[src/rtl/serial_universal_subtractor_if.sv]
`default_nettype none
// ============================================================================
// Module   : serial_universal_subtractor_if
// Brief    : Start/busy/done handshake and operand/result bus for the
//            bit-serial subtractor.
// Revision : 1.0 - initial release
// ============================================================================
interface serial_universal_subtractor_if #(
  parameter int WIDTH = 4
);
  logic             start;
  logic [WIDTH-1:0] A;
  logic [WIDTH-1:0] B;
  logic             op;
  logic             busy;
  logic             done;
  logic [WIDTH-1:0] D;
  logic             borrow;

  modport master (
    output start, A, B, op,
    input  busy, done, D, borrow
  );

  modport slave (
    input  start, A, B, op,
    output busy, done, D, borrow
  );
endinterface
`default_nettype wire

[src/rtl/serial_universal_subtractor.sv]
`default_nettype none
// ============================================================================
// Module   : serial_universal_subtractor
// Brief    : Computes A - B - op one bit per clock, LSB first, behind a
//            start/busy/done handshake.
// Revision : 1.0 - initial release
// ============================================================================
module serial_universal_subtractor #(
  parameter int WIDTH = 4
) (
  input  logic                         clk,
  input  logic                         rst,
  serial_universal_subtractor_if.slave bus
);

  localparam int CNT_W = (WIDTH > 1) ? $clog2(WIDTH) : 1;
  localparam logic [CNT_W-1:0] C_LAST_BIT = CNT_W'(WIDTH - 1);

  typedef enum logic [1:0] {
    S_IDLE  = 2'd0,
    S_SHIFT = 2'd1,
    S_DONE  = 2'd2
  } state_t;

  state_t           r_state;
  logic [WIDTH-1:0] r_a;
  logic [WIDTH-1:0] r_b;
  logic [WIDTH-1:0] r_res;
  logic [CNT_W-1:0] r_cnt;
  logic             r_bin;
  logic             r_busy;
  logic             r_done;
  logic [WIDTH-1:0] r_d;
  logic             r_borrow;

  logic             w_ai;
  logic             w_bi;
  logic             w_dbit;
  logic             w_bout;
  logic [WIDTH-1:0] w_res_next;

  // Operands shift right, so the bit under process is always at index 0.
  assign w_ai       = r_a[0];
  assign w_bi       = r_b[0];
  assign w_dbit     = w_ai ^ w_bi ^ r_bin;
  assign w_bout     = (~w_ai & w_bi) | (~(w_ai ^ w_bi) & r_bin);
  assign w_res_next = {w_dbit, r_res[WIDTH-1:1]};

  always_ff @(posedge clk) begin
    if (rst) begin
      r_state  <= S_IDLE;
      r_a      <= '0;
      r_b      <= '0;
      r_res    <= '0;
      r_cnt    <= '0;
      r_bin    <= 1'b0;
      r_busy   <= 1'b0;
      r_done   <= 1'b0;
      r_d      <= '0;
      r_borrow <= 1'b0;
    end else begin
      case (r_state)
        S_IDLE: begin
          if (bus.start) begin
            r_a     <= bus.A;
            r_b     <= bus.B;
            r_bin   <= bus.op;
            r_res   <= '0;
            r_cnt   <= '0;
            r_busy  <= 1'b1;
            r_state <= S_SHIFT;
          end
        end
        S_SHIFT: begin
          r_a   <= {1'b0, r_a[WIDTH-1:1]};
          r_b   <= {1'b0, r_b[WIDTH-1:1]};
          r_bin <= w_bout;
          r_res <= w_res_next;
          r_cnt <= r_cnt + CNT_W'(1);
          if (r_cnt == C_LAST_BIT) begin
            r_d      <= w_res_next;
            r_borrow <= w_bout;
            r_done   <= 1'b1;
            r_busy   <= 1'b0;
            r_state  <= S_DONE;
          end
        end
        S_DONE: begin
          r_done  <= 1'b0;
          r_state <= S_IDLE;
        end
        default: begin
          r_busy  <= 1'b0;
          r_done  <= 1'b0;
          r_state <= S_IDLE;
        end
      endcase
    end
  end

  assign bus.busy   = r_busy;
  assign bus.done   = r_done;
  assign bus.D      = r_d;
  assign bus.borrow = r_borrow;

endmodule
`default_nettype wire

[src/flat_wrapper.sv]
// flat-port wrapper written by rule: the top's interface ports become plain ports
module serial_universal_subtractor_flat 
#(
  parameter int WIDTH = 4
)
  (clk, rst, bus_start, bus_A, bus_B, bus_op, bus_busy, bus_done, bus_D, bus_borrow);
  serial_universal_subtractor_if #(.WIDTH(WIDTH)) bus_i ();
  input  logic clk;
  input  logic rst;
  input wire logic [$bits(bus_i.start)-1:0] bus_start;
  input wire logic [$bits(bus_i.A)-1:0] bus_A;
  input wire logic [$bits(bus_i.B)-1:0] bus_B;
  input wire logic [$bits(bus_i.op)-1:0] bus_op;
  output wire logic [$bits(bus_i.busy)-1:0] bus_busy;
  output wire logic [$bits(bus_i.done)-1:0] bus_done;
  output wire logic [$bits(bus_i.D)-1:0] bus_D;
  output wire logic [$bits(bus_i.borrow)-1:0] bus_borrow;
  assign bus_i.start = bus_start;
  assign bus_i.A = bus_A;
  assign bus_i.B = bus_B;
  assign bus_i.op = bus_op;
  assign bus_busy = bus_i.busy;
  assign bus_done = bus_i.done;
  assign bus_D = bus_i.D;
  assign bus_borrow = bus_i.borrow;
  serial_universal_subtractor #(.WIDTH(WIDTH)) u_core (.clk(clk), .rst(rst), .bus(bus_i));
endmodule
[config.mk]
export PLATFORM = sky130hd
export DESIGN_NAME = serial_universal_subtractor_flat
export DESIGN_NICKNAME = d
export VERILOG_FILES = /design/src/rtl/serial_universal_subtractor_if.sv /design/src/rtl/serial_universal_subtractor.sv /design/src/flat_wrapper.sv
export SDC_FILE = /design/constraint.sdc
export NUM_CORES = 1
export LEC_CHECK = 0
export CAP_MARGIN = 15
export CORE_MARGIN = 2
export CORE_UTILIZATION = 25
export DETAILED_ROUTE_END_ITERATION = 7
export HOLD_SLACK_MARGIN = 0.1
export PLACE_DENSITY = 0.47
export SYNTH_ARGS = -nofsm -noshare
export SYNTH_HDL_FRONTEND = slang
export SYNTH_SLANG_ARGS = --single-unit
[constraint.sdc]
create_clock -name clk -period 1.3 [get_ports clk]
set_clock_uncertainty 0.1 [all_clocks]
set_input_delay 0.26 -clock clk [delete_from_list [all_inputs] [get_ports clk]]
set_output_delay 0.26 -clock clk [all_outputs]
set_load 0.01 [all_outputs]
==> Implementation_results.wiki, run 1 <==
{| class="wikitable"
! Metric !! Value
|-
| Reg2Reg Launch Point || u_core.r_b[0]$_SDFFE_PP0P_
|-
| Launch instance of the worst min-delay path || u_core.bus.D[1]$_SDFFE_PP0P_
|-
| Count of antenna diodes in the layout || 0
|-
| Multiplexer area fraction after synthesis || under 10%
|-
| Number of top-level design ports || 19
|-
| Type of the tightest min-delay check || reg2reg
|-
| Number of setup violations in the final report || 0
|-
| Wire length of the first global-routing pass || approximately 3.4 mm
|-
| Max Freq || approximately 800 MHz
|-
| Dominant combinational cell family by area after synthesis || simple AND/OR/NAND/NOR gates
|-
| Setup crit start kind || flip-flop
|-
| Pin count of the biggest net entering global routing || 14
|-
| Sequential-to-total area share from yosys stat || ~45%
|-
| Post-DRT Antenna Nets || 0
|-
| Type of the worst setup path || reg2reg
|-
| Die ar. || approximately 4600 sq um
|-
| Later-pin clock latency in the skew report || around 0.26 ns
|-
| Floorplan row count || 23
|-
| Arrival @ worst endpoint || ~1.4 ns
|-
| Total track usage || ~10%
|-
| Port Buffers || 18
|-
| Element type at the critical path end || flip-flop
|-
| Total cell area at the placement stage || about 1300 sq um
|-
| Run status || finished, final reports clean
|-
| Synthesized-area fraction occupied by xor and xnor cells || 0%
|-
| Die width || around 68 um
|-
| Wire length per cell after detailed routing || 11.0 um
|-
| Top FF cell, synth || dfxtp_1
|-
| Die H || 68.2 um
|-
| Register share of total power || 52.8%
|-
| Number of unique standard cell types used by synthesis || 29
|-
| Cell with the most instances after synthesis || dfxtp_1
|-
| Gp weighted congestion || 0.685
|-
| Count of pins over their slew limit || 0
|-
| Net count of the mapped netlist || 120
|-
| Post-synthesis area per instance || 9.71 sq um
|-
| Minimum clock period || roughly 1.3 ns
|-
| First-iteration detailed-routing DRC count || 46
|-
| Area of the mapped netlist || 1030 sq um
|-
| Antenna violations before repair || 0
|-
| Core outline area || around 4000 sq um
|-
| Synthesized flop and latch total || 23
|-
| Standby leakage power || 0.578 nW
|-
| Gate Count Post-Synth || between 100 and 150
|-
| Data required, critical path || about 1.4 ns
|-
| Fraction of the mapped netlist area in compound gates || between 15 and 20%
|-
| Maximum buffer depth of the clock tree || 2
|-
| Internal Power || ~0.0011 W
|-
| Total net switching power || around 0.00037 W
|-
| Buffer cell driving the clock tree root || clkbuf_8
|-
| Maximum fanout count along the critical path || 2
|-
| HPWL reported at the end of detailed placement || around 1.6 mm
|-
| Final instance count without filler cells || approximately 190
|-
| Portion of total power attributed to the clock network || 30.5%
|-
| EDFF count, synth || 0
|-
| Crit share post-route || a little over nine tenths
|-
| Number of global-route vias before repair || between 700 and 800
|-
| Grt total ovfl || 0
|-
| TritonCTS Buffers || 3
|-
| Fraction of post-synthesis cell area in the top cell type by area || 44.7%
|-
| Worst Max-Slew Pin Slew || 0.347 ns
|-
| Number of nets in the layout || 150
|-
| Worst Setup SP || u_core.r_b[0]$_SDFFE_PP0P_
|-
| Post-synth ARST share || 0%
|-
| Number of failing hold endpoints at the final stage || 0
|-
| Switching Fraction || about 25%
|-
| Detailed-router iteration count before antenna repair || 4
|-
| Power Dens Cells || around 1100 nW/um^2
|-
| Remaining DRCs || 0
|-
| Simple-gate portion of the synthesized area || 21.6%
|-
| Number of vias per cell || 4.38
|-
| Post-route setup slack || ~0.019 ns
|-
| Number of warnings issued by yosys || 0
|-
| Clock-pin slew on the worst setup and hold paths || about 0.080 ns
|-
| Setup slack at placement || -0.272 ns
|-
| Number of vias in the routed layout || 811
|-
| Syn-to-layout area delta || 32.4%
|-
| Number of sinks handled by clock tree synthesis || 23
|-
| Summed area of non-filler cells in the final layout || around 1400 sq um
|-
| # Max-Cap Violations || 0
|-
| Setup repair after global routing missed its margin || true
|-
| Share of layout cells above drive strength 1 || between 20% and 30%
|-
| Dpl cells || 181
|-
| Initial Utilization || 25.9%
|-
| Hold slack || 0.353 ns
|-
| Number of H-tree levels || 1
|-
| Share of synthesized cell area in full adder, half adder and majority cells || between 3 and 4%
|-
| Relative contribution of combinational cells to total power || 16.7%
|-
| Cell types with the highest counts after synthesis || dfxtp_1 (23), nor2_1 (18), a21oi_1 (9), nand2_1 (6)
|-
| Total Wirelength || approximately 2.0 mm
|-
| Peak supply drop || around 0.39 mV
|-
| CTS tree || done
|-
| Rel. slew slack || between 70% and 80%
|-
| Area contributors post-synth || dfxtp_1 (45%), nor2_1 (6.6%), a211oi_2 (4.9%)
|-
| Yosys top cell by area || dfxtp_1
|}
==> critical path: stages, from the launching register on <==
cell     delay, ns
dfxtp_2       0.33
inv_2         0.04
fa_1          0.56
nand3_1       0.08
a21oi_1       0.12
==> flip-flops by register name, indices dropped and copies added (netlist names) <==
name               count
u_core.bus.D           4
u_core.r_a             4
u_core.r_b             4
u_core.r_res           3
u_core.r_cnt           2
u_core.r_state         2
u_core.bus.borrow      1
u_core.bus.busy        1
u_core.bus.done        1
u_core.r_bin           1
==> metrics by stage <==
step / power [W] / utilization (%) / setup TNS (ns)
after global placement: 0.00103 / 33.2 / -3.02
after global routing: 0.00154 / 34.3 / -0.163
final: 0.00146 / 34.3 / 0
after CTS: 0.00148 / 34.2 / 0
after detailed placement: 0.00103 / 33.2 / -3.31
after floorplan: 0.000940 / - / 0
==> layer usage <==
layer	GRT usage, %	routed length, um	vias up
met1	13.8	1010	370
met3	0.987	30	4
met4	7.50	62	0
li1	-	-	428
met2	14.9	932	9
met5	0	0	-
==> cell families (layout without fill, tap and decap cells) <==
kind of cell,count (synthesis),after routing
flip-flops,23,23
adder cells (fa/ha/maj),2,2
multiplexers,5,5
buffers and inverters,12,41
AO/OA/AOI/OAI,23,23
AND/OR/NAND/NOR,41,41
==> what timing repair did <==
item,in CTS,in global routing
endpoints found under the setup margin,12,12
hold buffers,0,0
gates resized for setup,11,2
setup buffers,0,0
pin swaps,1,0
==> area by class of cell <==
| cell class | count | area (sq um) |
|---|---|---|
| clock buffers | 3 | 41.3 |
| well taps | 50 | 62.6 |
| repair buffers | 32 | 280 |
| clock inverters | 1 | 5.00 |
| fillers | 443 | 2610 |
| flip-flops and latches | 23 | 463 |
| multi-input cells | 71 | 493 |
| inverters | 5 | 18.8 |
==> cells in the final DEF, fill, tap and decap left out, drive strengths merged, types with 2 or more instances in the layout <==
cell type      count
clkbuf             3
nor4b              3
nand3              4
a211oi             4
mux2i              5
a21oi              9
nor2              18
clkdlybuf4s50     10
dlygate4sd2        6
a22oi              4
nand2              6
nor4               2
buf               14
dfxtp             23
nor3               2
inv                5
a32oi              2
==> power by group through the flow <==
stage | registers [W] | clock network [W] | logic (W)
final | 0.000770 | 0.000446 | 0.000244
after global routing | 0.000777 | 0.000496 | 0.000271
after CTS | 0.000772 | 0.000462 | 0.000246
after detailed placement | 0.000787 | 0 | 0.000248
after global placement | 0.000786 | 0 | 0.000246
after floorplan | 0.000778 | 0 | 0.000162
==> final timing paths <==
| check | to | slack [ns] | cells past startpoint |
|---|---|---|---|
| worst min-delay path | u_core.bus.D[1]$_SDFFE_PP0P_ | 0.35 | 2 |
| worst min register to register | u_core.bus.D[1]$_SDFFE_PP0P_ | 0.35 | 2 |
| worst max-delay path | u_core.bus.D[3]$_SDFFE_PP0P_ | 0.02 | 4 |
| worst max register to register | u_core.bus.D[3]$_SDFFE_PP0P_ | 0.02 | 4 |
Power figures use the tool's default switching activity.
==> inputs of run 2 (changes only) <==
--- a/config.mk
+++ b/config.mk
@@ -10,7 +10,6 @@
 export CORE_UTILIZATION = 25
 export DETAILED_ROUTE_END_ITERATION = 7
 export HOLD_SLACK_MARGIN = 0.1
-export PLACE_DENSITY = 0.47
 export SYNTH_ARGS = -nofsm -noshare
 export SYNTH_HDL_FRONTEND = slang
 export SYNTH_SLANG_ARGS = --single-unit
==> run 2 against run 1 <==
Total power increased by 0.66%. Final cell count decreased by 2.2%. Die area unchanged. Cell area increased by 0.83%.
==> Implementation_results.wiki, run 2 (synthesized netlist as in run 1, its figures left out) <==
{| class="wikitable"
! Metric !! Value
|-
| Type of the tightest min-delay check || reg2reg
|-
| Share of layout cells above drive strength 1 || about 24%
|-
| Peak supply drop || roughly 0.33 mV
|-
| Total track usage || about a tenth
|-
| Number of global-route vias before repair || 793
|-
| Number of top-level design ports || 19
|-
| Number of nets in the layout || between 100 and 150
|-
| Initial Utilization || approximately 26%
|-
| Setup crit start kind || flip-flop
|-
| Most Used Layer, Global Route || met2
|-
| Die width || 68.2 um
|-
| Core outline area || 3970 sq um
|-
| Pin count of the biggest net entering global routing || 24
|-
| TritonCTS Buffers || 3
|-
| Number of sinks handled by clock tree synthesis || 23
|-
| Wire length of the first global-routing pass || roughly 3.5 mm
|-
| Data required, critical path || 1.40 ns
|-
| Hold slack || between 0.3 and 0.4 ns
|-
| CTS Hold Bufs || 0
|-
| Number of vias in the routed layout || slightly above 800
|-
| Power Dens Cells || 1070 nW/um^2
|-
| Antenna violations before repair || 0
|-
| Floorplan row count || 23
|-
| Wire length per cell after detailed routing || between 10 and 15 um
|-
| Count of antenna diodes in the layout || 0
|-
| Most frequent cells in the layout || dfxtp_1 (20), nor2_1 (18), clkdlybuf4s50_1 (10)
|-
| Max Freq || between 700 and 800 MHz
|-
| Detailed-router iteration count before antenna repair || 4
|-
| Type of the worst setup path || reg2reg
|-
| Remaining DRCs || 0
|-
| Count of pins over their slew limit || 0
|-
| Number of H-tree levels || 1
|-
| Gp weighted congestion || between 0.7 and 0.8
|-
| Maximum fanout count along the critical path || 2
|-
| Overall Power || 0.00147 W
|-
| Met1 demand-to-capacity share in global routing || approximately an eighth
|-
| Later-pin clock latency in the skew report || roughly 0.26 ns
|-
| Most common cell after layout, fill and taps aside || dfxtp_1
|-
| # Max-Cap Violations || 0
|-
| Standby leakage power || about 0.56 nW
|-
| Number of setup violations in the final report || 0
|-
| Die ar. || about 4600 sq um
|-
| HPWL reported at the end of detailed placement || ~1.6 mm
|-
| Maximum buffer depth of the clock tree || 2
|-
| Element type at the critical path end || flip-flop
|-
| Setup total negative slack || 0 ns
|-
| Run status || finished, final reports clean
|-
| Summed area of non-filler cells in the final layout || between 1000 and 1500 sq um
|-
| Post-DRT Antenna Nets || 0
|-
| Total cell area at the placement stage || 1310 sq um
|-
| Number of vias per cell || ~4.6
|-
| Global Route met2 Usage || approximately 17%
|-
| Die H || between 60 and 70 um
|-
| Grt total ovfl || 0
|-
| Setup repair after global routing missed its margin || true
|-
| CTS tree || done
|-
| Global-route track usage on met3 || under 10%
|-
| Port Buffers || 18
|-
| Minimum clock period || 1.29 ns
|-
| Clock-pin slew on the worst setup and hold paths || around 0.080 ns
|-
| Crit share post-route || between 90% and 100%
|-
| Syn-to-layout area delta || 33.5%
|-
| Arrival @ worst endpoint || 1.40 ns
|-
| First-iteration detailed-routing DRC count || 24
|-
| Buffer cell driving the clock tree root || clkbuf_8
|-
| Worst Max-Slew Pin Slew || around 0.32 ns
|-
| Number of failing hold endpoints at the final stage || 0
|-
| Total Wirelength || roughly 2.1 mm
|-
| Rel. slew slack || between 70% and 80%
|}
## run 2: repair_timing
| action | 4_1_cts | 5_1_grt |
|---|---|---|
| pin swaps | 2 | 0 |
| setup endpoints to repair | 10 | 14 |
| setup buffers | 0 | 0 |
| gates resized for setup | 9 | 10 |
## run 2: power breakdown
group | total, W | switching, W | leakage (nW) | internal (W)
combinational | 0.000255 | 0.000117 | 0.353 | 0.000138
sequential | 0.000770 | 0.0000256 | 0.189 | 0.000745
clock | 0.000444 | 0.000225 | 0.0228 | 0.000219
## run 2: worst paths after layout
path	slack [ns]	from	endpoint	depth (start not counted)
max	0.005	u_core.r_b[0]$_SDFFE_PP0P_	u_core.bus.D[3]$_SDFFE_PP0P_	4
min	0.36	u_core.bus.D[0]$_SDFFE_PP0P_	u_core.bus.D[0]$_SDFFE_PP0P_	2
max reg2reg	0.005	u_core.r_b[0]$_SDFFE_PP0P_	u_core.bus.D[3]$_SDFFE_PP0P_	4
min reg2reg	0.36	u_core.bus.D[0]$_SDFFE_PP0P_	u_core.bus.D[0]$_SDFFE_PP0P_	2
## run 2: area by class of cell
class,instances,area [sq um]
clock buffer,4,45.0
inverter,5,18.8
fill,413,2600
sequential,23,464
multi-input combinational,71,510
timing repair buffer,28,274
tap,50,62.6
## run 2: metrics by stage
stage               instances  worst slack, ns  utilization (%)
floorplan                 106           0.0431                -
global placement          177           -0.241             33.1
detailed placement        177           -0.261             33.1
CTS                       181          -0.0201             34.0
global route              181          -0.0554             34.6
finish                    181          0.00541             34.6
## run 2: critical path, cell delays in order, from the launching register on
cell and delay [ns]:
dfxtp_2 0.33, inv_2 0.04, fa_2 0.58, nand3_2 0.07, a21oi_2 0.11
## run 2: routing by layer
| layer | share of wire (%) | vias up |
|---|---|---|
| met5 | 0 | - |
| met4 | 2.6 | 0 |
| met3 | 3.6 | 4 |
| met2 | 46 | 18 |
| met1 | 48 | 382 |
| li1 | - | 423 |
==> inputs of run 3 (changes only) <==
==> constraint.sdc (replaced) <==
create_clock -name clk -period 1.05 [get_ports clk]
set_clock_uncertainty 0.1 [all_clocks]
set_input_delay 0.21 -clock clk [delete_from_list [all_inputs] [get_ports clk]]
set_output_delay 0.21 -clock clk [all_outputs]
set_load 0.01 [all_outputs]
==> run 3 against run 2 <==
Critical endpoint unchanged. Sequential power rose by 26%. Final cell count grew 9.9%. The run now ends with negative setup slack left. Cell area grew 20%. First-iteration DRC count up 25%. Largest power group unchanged.
==> Implementation_results.wiki, run 3 (synthesized netlist as in run 1, its figures left out) <==
{| class="wikitable"
! Metric !! Value
|-
| # Max-Cap Violations || 0
|-
| Dpl cells || 185
|-
| Internal Power || roughly 0.0015 W
|-
| Pin count of the biggest net entering global routing || 17
|-
| Relative contribution of combinational cells to total power || around 23%
|-
| Power Dens Cells || 1180 nW/um^2
|-
| TritonCTS Buffers || 3
|-
| Rel. slew slack || 80.5%
|-
| First-iteration detailed-routing DRC count || 30
|-
| Type of the worst setup path || reg2reg
|-
| Type of the tightest min-delay check || reg2reg
|-
| Count of pins over their slew limit || 0
|-
| Post-DRT Antenna Nets || 0
|-
| Setup crit start kind || flip-flop
|-
| Syn-to-layout area delta || 60.4%
|-
| Die ar. || around 4600 sq um
|-
| Final instance count without filler cells || ~200
|-
| Overall Power || between 0.0015 and 0.002 W
|-
| Setup repair after global routing missed its margin || true
|-
| Register share of total power || 49.4%
|-
| Number of top-level design ports || 19
|-
| Number of global-route vias before repair || 840
|-
| Total track usage || 11.3%
|-
| Die H || between 60 and 70 um
|-
| Number of vias in the routed layout || about 890
|-
| Die width || between 60 and 70 um
|-
| Number of H-tree levels || 1
|-
| Buffer cell driving the clock tree root || clkbuf_8
|-
| Top delay family on crit path || adder cells
|-
| Cell-by-cell listing of the critical path || inv_2 -> fa_2 -> nand3_2 -> a21oi_2
|-
| Number of failing hold endpoints at the final stage || 0
|-
| Clock-pin slew on the worst setup and hold paths || 0.08 ns
|-
| Core outline area || slightly below 4000 sq um
|-
| Antenna violations before repair || 0
|-
| Worst Max-Slew Pin Slew || between 0.2 and 0.3 ns
|-
| Switching Fraction || about a quarter
|-
| Initial Utilization || roughly a quarter
|-
| Gp weighted congestion || between 0.7 and 0.8
|-
| Remaining DRCs || 0
|-
| Total Wirelength || around 2.5 mm
|-
| Worst-path cell with the longest stage delay || fa_2
|-
| Utilization after layout || 41.6%
|-
| Detailed-router iteration count before antenna repair || 3
|-
| Wire length per cell after detailed routing || around 12 um
|-
| Maximum fanout count along the critical path || 2
|-
| Sequential cell area in the final layout || around 480 sq um
|-
| Number of sinks handled by clock tree synthesis || 23
|-
| Portion of total power attributed to the clock network || 27.8%
|-
| Number of vias per cell || 4.46
|-
| Number of nets in the layout || around 160
|-
| Floorplan row count || 23
|-
| Most common cell after layout, fill and taps aside || buf_4
|-
| Standby leakage power || 0.659 nW
|-
| Port Buffers || 18
|-
| CTS tree || done
|-
| Grt total ovfl || 0
|-
| HPWL reported at the end of detailed placement || 1.66 mm
|-
| Maximum buffer depth of the clock tree || 2
|-
| Element type at the critical path end || flip-flop
|-
| Later-pin clock latency in the skew report || about 0.26 ns
|-
| Count of antenna diodes in the layout || 0
|-
| Count of buffer and inverter cells on the critical path || 1
|-
| Summed area of non-filler cells in the final layout || 1650 sq um
|-
| Violated checks || negative setup slack
|-
| Arrival @ worst endpoint || approximately 1.4 ns
|-
| Run status || finished with violations
|-
| Max incr delay on CP || approximately 0.58 ns
|-
| Area used by multi-input combinational logic || approximately 630 sq um
|-
| Data required, critical path || approximately 1.2 ns
|-
| Share of layout cells above drive strength 1 || between 50% and 60%
|-
| Post-route setup slack || -0.253 ns
|-
| Total cell area at the placement stage || about 1400 sq um
|-
| Filler cell count in the final layout || about 400
|-
| Crit share post-route || 124%
|-
| Peak supply drop || ~0.39 mV
|-
| Number of setup violations in the final report || 20
|-
| Wire length of the first global-routing pass || 3.88 mm
|-
| Minimum clock period || about 1.3 ns
|-
| Most frequent cells in the layout || buf_4 (18), nor2_1 (16), buf_6 (12), dfxtp_2 (12)
|-
| Setup slack at placement || -0.531 ns
|-
| Total net switching power || roughly 0.00050 W
|-
| Max Freq || about 770 MHz
|}
==> run 3: changes by cell type in the layout (fill, tap and decap cells not counted), sizes merged <==
cell          change
dlygate4sd2       -6
buf              +24
dlymetal6s2s      -1
and2b             +1
==> run 3: layout make-up <==
cell class                      count  area share, %
Inverter                            5           1.14
Clock buffer                        4           2.73
Tap cell                           50           3.79
Sequential cell                    23           29.0
Timing Repair Buffer               45           25.1
Multi-Input combinational cell     72           38.3
==> run 3: power by group through the flow <==
stage	logic, W	registers (W)	clock network, W
2_1_floorplan	0.000218	0.000968	0
3_3_place_gp	0.000332	0.000977	0
3_5_place_dp	0.000338	0.000977	0
4_1_cts	0.000401	0.000961	0.000560
5_1_grt	0.000484	0.000971	0.000586
6_report	0.000444	0.000967	0.000544
==> run 3: through the flow <==
| step | hold WS, ns | TNS, ns |
|---|---|---|
| 3_5_place_dp | 0.346 | -9.51 |
| 5_1_grt | 0.381 | -3.19 |
| 3_3_place_gp | 0.348 | -8.98 |
| 6_report | 0.363 | -2.08 |
| 2_1_floorplan | 0.171 | -1.08 |
| 4_1_cts | 0.365 | -2.22 |
==> run 3: worst paths after layout <==
kind	startpoint	to	slack, ns	cells after the start
hold / removal	u_core.bus.D[2]$_SDFFE_PP0P_	u_core.bus.D[2]$_SDFFE_PP0P_	0.36	2
hold reg to reg	u_core.bus.D[2]$_SDFFE_PP0P_	u_core.bus.D[2]$_SDFFE_PP0P_	0.36	2
setup reg to reg	u_core.r_bin$_SDFFE_PP0P_	u_core.bus.D[3]$_SDFFE_PP0P_	-0.25	4
setup / recovery	u_core.r_bin$_SDFFE_PP0P_	u_core.bus.D[3]$_SDFFE_PP0P_	-0.25	4
==> run 3: worst reg2reg max path, cell delays in order (launching register included) <==
cell and delay [ns]:
dfxtp_2 0.34, inv_2 0.04, fa_2 0.58, nand3_2 0.07, a21oi_2 0.11
==> run 3: metal layers <==
layer / routed length, um / GRT usage [%]
met1: 1110 / 14.8
met2: 1280 / 18.9
met3: 39 / 0.987
met4: 25 / 4.50
met5: 0 / 0
==> run 3: timing repair <==
action,in CTS,in global routing
cloned,1,0
hold endpoints to repair,0,0
setup endpoints to repair,29,28
buffers inserted,7,2
pin swaps,16,10
hold buffers,0,0
gates resized for setup,61,16
